<file path="src/rtl/z_result_stage_if.sv">
// Result-bus handshake between z_result_stage (master) and its bus consumer (slave).
// A word moves on every cycle where out_valid and out_ready are both high.
interface z_result_stage_if #(
    parameter int DATA_W = 32
);
    logic              out_valid;
    logic              out_ready;
    logic [DATA_W-1:0] out_data;
    logic              out_is_hi;

    modport master (
        output out_valid,
        output out_data,
        output out_is_hi,
        input  out_ready
    );

    modport slave (
        input  out_valid,
        input  out_data,
        input  out_is_hi,
        output out_ready
    );
endinterface

</file>
<file path="src/rtl/z_result_stage.sv">
// Z result stage: captures the 2*DATA_W ALU result into ZHI:ZLO and streams it onto the bus.
// Optional result flags (z_zero/z_neg) are built only when Z_FLAGS_EN is defined.
module z_result_stage #(
    parameter int DATA_W = 32,
    parameter int MUL_OP = 10
) (
    input  logic                  clock,
    input  logic                  clear,
    input  logic [2*DATA_W-1:0]   alu_c,
    input  logic [4:0]            alu_op,
    input  logic                  load_z,
    output logic                  z_busy,
    output logic [DATA_W-1:0]     z_hi,
    output logic [DATA_W-1:0]     z_lo,
    output logic                  overrun,
    output logic                  z_zero,
    output logic                  z_neg,
    z_result_stage_if.master      bus
);

    typedef enum logic [1:0] {
        IDLE    = 2'd0,
        LO_BEAT = 2'd1,
        HI_BEAT = 2'd2
    } state_t;

    state_t state;
    state_t next_state;
    logic   is_mul;
    logic   capture;
    logic   accept;

    // Captures happen only from IDLE; a load_z while busy never touches Z.
    assign capture = (state == IDLE) && load_z;
    assign accept  = bus.out_valid && bus.out_ready;
    assign z_busy  = (state != IDLE);

    // NOTE: sequential state uses non-blocking assignments so every register samples pre-edge values.
    always_ff @(posedge clock or negedge clear) begin
        if (!clear) begin
            state <= IDLE;
        end else begin
            state <= next_state;
        end
    end

    // NOTE: next_state is defaulted first so no path through this block infers a latch.
    always_comb begin
        next_state = state;
        unique case (state)
            IDLE: begin
                if (load_z) begin
                    next_state = LO_BEAT;
                end
            end
            LO_BEAT: begin
                if (accept) begin
                    next_state = is_mul ? HI_BEAT : IDLE;
                end
            end
            HI_BEAT: begin
                if (accept) begin
                    next_state = IDLE;
                end
            end
            default: next_state = IDLE;
        endcase
    end

    // Bus outputs decode straight from registered state, so they hold steady under backpressure.
    always_comb begin
        bus.out_valid = 1'b0;
        bus.out_is_hi = 1'b0;
        bus.out_data  = z_lo;
        unique case (state)
            LO_BEAT: begin
                bus.out_valid = 1'b1;
            end
            HI_BEAT: begin
                bus.out_valid = 1'b1;
                bus.out_is_hi = 1'b1;
                bus.out_data  = z_hi;
            end
            default: begin
                bus.out_valid = 1'b0;
            end
        endcase
    end

    // NOTE: Z is a plain register pair, not a memory, so it takes the async reset like any other state.
    always_ff @(posedge clock or negedge clear) begin
        if (!clear) begin
            z_hi   <= '0;
            z_lo   <= '0;
            is_mul <= 1'b0;
        end else if (capture) begin
            z_hi   <= alu_c[2*DATA_W-1:DATA_W];
            z_lo   <= alu_c[DATA_W-1:0];
            is_mul <= (alu_op == 5'(MUL_OP));
        end
    end

    // Sticky until reset; includes a load coinciding with the final accepted beat.
    always_ff @(posedge clock or negedge clear) begin
        if (!clear) begin
            overrun <= 1'b0;
        end else if (load_z && z_busy) begin
            overrun <= 1'b1;
        end
    end

`ifdef Z_FLAGS_EN
    logic zero_q;
    logic neg_q;

    always_ff @(posedge clock or negedge clear) begin
        if (!clear) begin
            zero_q <= 1'b0;
            neg_q  <= 1'b0;
        end else if (capture) begin
            if (alu_op == 5'(MUL_OP)) begin
                zero_q <= (alu_c == '0);
                neg_q  <= alu_c[2*DATA_W-1];
            end else begin
                zero_q <= (alu_c[DATA_W-1:0] == '0);
                neg_q  <= alu_c[DATA_W-1];
            end
        end
    end

    assign z_zero = zero_q;
    assign z_neg  = neg_q;
`else
    assign z_zero = 1'b0;
    assign z_neg  = 1'b0;
`endif

endmodule

</file>
<file path="src/flat_wrapper.sv">
// flat-port wrapper written by rule: the top's interface ports become plain ports
module z_result_stage_flat 
#(
    parameter int DATA_W = 32,
    parameter int MUL_OP = 10
)
  (clock, clear, alu_c, alu_op, load_z, z_busy, z_hi, z_lo, overrun, z_zero, z_neg, bus_out_valid, bus_out_data, bus_out_is_hi, bus_out_ready);
  z_result_stage_if #(.DATA_W(DATA_W)) bus_i ();
  input  logic clock;
  input  logic clear;
  input  logic [2*DATA_W-1:0] alu_c;
  input  logic [4:0] alu_op;
  input  logic load_z;
  output logic z_busy;
  output logic [DATA_W-1:0] z_hi;
  output logic [DATA_W-1:0] z_lo;
  output logic overrun;
  output logic z_zero;
  output logic z_neg;
  output wire logic [$bits(bus_i.out_valid)-1:0] bus_out_valid;
  output wire logic [$bits(bus_i.out_data)-1:0] bus_out_data;
  output wire logic [$bits(bus_i.out_is_hi)-1:0] bus_out_is_hi;
  input wire logic [$bits(bus_i.out_ready)-1:0] bus_out_ready;
  assign bus_out_valid = bus_i.out_valid;
  assign bus_out_data = bus_i.out_data;
  assign bus_out_is_hi = bus_i.out_is_hi;
  assign bus_i.out_ready = bus_out_ready;
  z_result_stage #(.DATA_W(DATA_W), .MUL_OP(MUL_OP)) u_core (.clock(clock), .clear(clear), .alu_c(alu_c), .alu_op(alu_op), .load_z(load_z), .z_busy(z_busy), .z_hi(z_hi), .z_lo(z_lo), .overrun(overrun), .z_zero(z_zero), .z_neg(z_neg), .bus(bus_i));
endmodule
</file>
<file path="config.mk">
export PLATFORM = sky130hd
export DESIGN_NAME = z_result_stage_flat
export DESIGN_NICKNAME = d
export VERILOG_FILES = /design/src/rtl/z_result_stage_if.sv /design/src/rtl/z_result_stage.sv /design/src/flat_wrapper.sv
export SDC_FILE = /design/constraint.sdc
export NUM_CORES = 1
export LEC_CHECK = 0
export BUFFER_PORTS_ARGS = -buffer_cell sky130_fd_sc_hd__buf_2
export CAP_MARGIN = 40
export CORE_MARGIN = 3
export CORE_UTILIZATION = 30
export CTS_BUF_LIST = sky130_fd_sc_hd__clkbuf_8
export DETAILED_ROUTE_END_ITERATION = 10
export GPL_TIMING_DRIVEN = 0
export PLACE_DENSITY = 0.65
export SETUP_SLACK_MARGIN = 0.02
export SLEW_MARGIN = 20
export SYNTH_ARGS = -nofsm -noshare
export SYNTH_HDL_FRONTEND = slang
export SYNTH_SLANG_ARGS = --single-unit
</file>
<file path="constraint.sdc">
create_clock -name clock -period 1.4 [get_ports clock]
set_input_delay 0.21 -clock clock [delete_from_list [all_inputs] [get_ports clock]]
set_output_delay 0.21 -clock clock [all_outputs]
set_load 0.02 [all_outputs]
</file>
==> summary.txt <==
Pwr
  • Sw Share: 37.5%
  • Internal Power: 9.10 mW
  • Maximum vdd drop: 1170 µV
  • Switching Power: about 5.5 mW
  • Sequential share of power: between 20% and 30%
  • Gate power share: 60.5%
  • Leak pwr: 2.94 nW
  • Power density over the cells: 2560 nW/µm²
  • Clk network pwr share: a little over an eighth

Critical path
  • CP Cell Sequence: inv_2 > ha_4 > buf_12 > clkbuf_16 > mux2_4 > buf_6
  • WP data arrival: between 1.5 and 2 ns
  • CP max stage delay: about 0.40 ns
  • CP Max Fanout: 5
  • CP startpoint kind: flop
  • Crit end category: output pin
  • Worst setup path class: flop to output pin
  • Cell at the slowest stage of the critical path: dfrtp_1
  • WP data required: 1.19 ns

STA
  • Hold Vio Cnt, Final: 0
  • Min Hold Slack: 0.0796 ns
  • Max Freq: 518 MHz
  • Minimum clock period: 1.93 ns
  • Setup ws final: -0.531 ns
  • Final setup viols: between 100 and 150
  • Final Skew: between 0.01 and 0.015 ns
  • RSZ-0062 raised after global routing: yes
  • Final period utilization: 138%
  • Fin. max-slew vios: 0

Status
  • Failing checks: setup timing
  • Outcome: complete, but fails checks

Final layout
  • Fillers: slightly above 800
  • Final Util: 56.9%
  • Final net count: 495
  • Diode count: 0
  • Reg area: 1700 µm²
  • Fin area: 5690 µm²
  • Synth-to-Final Area Change: 80.4%
  • Multi-input gate area: 1640 µm²
  • Ratio of cells with drive above 1 in the final layout: 81.6%

GRT
  • First-pass GRT wire length: 13.8 mm
  • Grt peak-use layer: met2
  • GRT Residual Overflow: 0
  • Largest net degree at the start of global routing: 36
  • GRT Overall Usage: around 15%
  • Initial antenna violation count: 0
  • Grt met2 use: 25.7%
  • Vias in the first global route: 2,527
  • GR Layer Usage met1: 19.9%
  • Met3 Usage GRT: 3.94%

Clock network
  • H-tree depth: 3
  • Worst-skew pair later-pin latency: around 0.33 ns
  • Sink Count: just under 70
  • CTS tree: done
  • Clk slew on worst S/H paths: 0.08 ns
  • Root Driver: clkbuf_8
  • TritonCTS buffer count: 9
  • Clk buf depth: 2

Logic synthesis
  • List of most frequent post-synthesis cells: dfrtp_1 (68), mux2_2 (58), mux2_4 (38), buf_2 (6), buf_6 (5)
  • Synth cell types: 18
  • Most instantiated library cell after synthesis: dfrtp_1
  • Post-synth ARST share: 100%
  • Area of the mapped netlist: between 3000 and 4000 µm²
  • Ys flop type: dfrtp_1
  • Register area share after synthesis: 53.9%
  • Largest cells by area after synthesis: dfrtp_1 (54%), mux2_2 (21%), mux2_4 (18%)
  • Avg Synthesized Cell Area: 16.1 µm²
  • Top cell type's share of synthesized area: approximately 54%
  • Synth Instances: 196
  • EDFF count, synth: 0
  • Area leader, netlist: dfrtp_1
  • Synthesis-stage register bit count: 68
  • Yosys Warn Count: 0

Placed design
  • RePlAce Congestion: ~0.70
  • Area after DPL: 4390 µm²
  • Buffers added on ports: between 150 and 200
  • DP HPWL: approximately 6 mm

Routing
  • WL final: 9.44 mm
  • Vias: 2,477
  • DRC: 0
  • Starting DRC count in detailed routing: 105
  • First drt pass iteration count: 4
  • DR vias/cell: 4.45
  • DRT antenna net count: 0
  • Routed WL per cell: 17.0 µm

Die
  • Core area: 10000 µm²
  • Num rows: 36
  • Die width: between 100 and 150 µm
  • Top Ports: roughly 180
  • Initial Utilization: 31.6%
  • Die height: 109 µm
  • Die area: about 12,000 µm²

Job
  • Max Cap Viol: 0

Worst hold path
  • HP Class: input port to flop
[placed cells by master, fill, tap and decap left out, drive strengths merged]
cell         instances
ha                   3
o21ai                1
o21a                 1
or4bb                1
inv                  4
clkinvlp             1
o31ai                1
a21oi                1
a2bb2oi              1
nand2                3
a21o                 1
buf                219
conb                 2
clkbuf              14
mux2i                1
dlygate4sd3          1
bufinv               3
mux2                96
dfrtp               68
clkinv               2
[power by group through the flow]
stage          Combinational, mW  Clock [mW]  Sequential (mW)
2_1_floorplan               3.37           0             4.80
3_3_place_gp                6.43           0             3.68
3_5_place_dp                6.52           0             3.75
4_1_cts                     7.73        2.06             3.73
5_1_grt                     9.25        2.15             3.93
6_report                    8.80        2.00             3.75
[worst max-delay path: cells and delay by family (launching register included)]
kind | cells | cell delay [ns]
buf+inv | 4 | 0.51
fa+ha+maj | 1 | 0.17
flops | 1 | 0.40
mux | 1 | 0.30
[stage by stage]
| stage | instances | setup WS [ns] | power, mW | TNS (ns) |
|---|---|---|---|---|
| finish | 557 | -0.531 | 14.6 | -42.12 |
| global route | 557 | -0.610 | 15.3 | -47.92 |
| CTS | 542 | -0.534 | 13.5 | -30.19 |
| detailed placement | 503 | -0.240 | 10.3 | -19.21 |
| global placement | 502 | -0.236 | 10.1 | -32.05 |
| floorplan | 197 | -0.0510 | 8.17 | -3.31 |
[final timing paths]
check,start,endpoint,slack (ns),cells past startpoint
worst max-delay path,u_core.state[0]$_DFFE_PN0P_,bus_out_data[8],-0.53,6
worst min register to register,u_core.overrun$_DFFE_PN0P_,u_core.overrun$_DFFE_PN0P_,0.48,1
max in group asynchronous,clear,u_core.z_lo[7]$_DFFE_PN0P_,0.47,3
worst min-delay path,alu_op[0],u_core.is_mul$_DFFE_PN0P_,0.08,2
min in group asynchronous,clear,u_core.z_hi[24]$_DFFE_PN0P_,0.37,2
worst max register to register,u_core.state[0]$_DFFE_PN0P_,u_core.z_hi[16]$_DFFE_PN0P_,-0.44,10
[final cells by class]
class                           count  share of cell area [%]
Buffer                             11                    3.43
Clock buffer                       10                    2.42
Clock inverter                      6                    1.96
Inverter                            4                   0.308
Multi-Input combinational cell    112                    28.7
Sequential cell                    68                    29.9
Tap cell                          133                    2.92
Timing Repair Buffer              213                    30.4
[repair_timing]
| item | 4_1_cts | 5_1_grt |
|---|---|---|
| setup endpoints to repair | 100 | 102 |
| gates resized for setup | 57 | 101 |
| endpoints found under the hold margin | 33 | 0 |
| buffers inserted | 15 | 16 |
| hold buffers | 1 | 0 |
| pin swaps | 0 | 4 |
| gates cloned | 7 | 4 |
[layer usage]
layer	wire, µm	up-vias
met2	4820	105
met4	95	0
met3	609	9
met1	3920	1221
li1	-	1142
met5	0	-
[flip-flops by register name, indices dropped and copies added, names as in the netlist]
| register | cells |
|---|---|
| u_core.state | 2 |
| u_core.is_mul | 1 |
| u_core.z_lo | 32 |
| u_core.overrun | 1 |
| u_core.z_hi | 32 |
[logic make-up after synthesis]
family                   synth area share (%)
buffers and inverters                    3.69
multiplexers                             39.1
flip-flops                               53.9
other                                   0.119
AND/OR/NAND/NOR                         0.713
AO/OA/AOI/OAI                            1.31
adder cells (fa/ha/maj)                  1.19
Power figures use the tool's default switching activity.
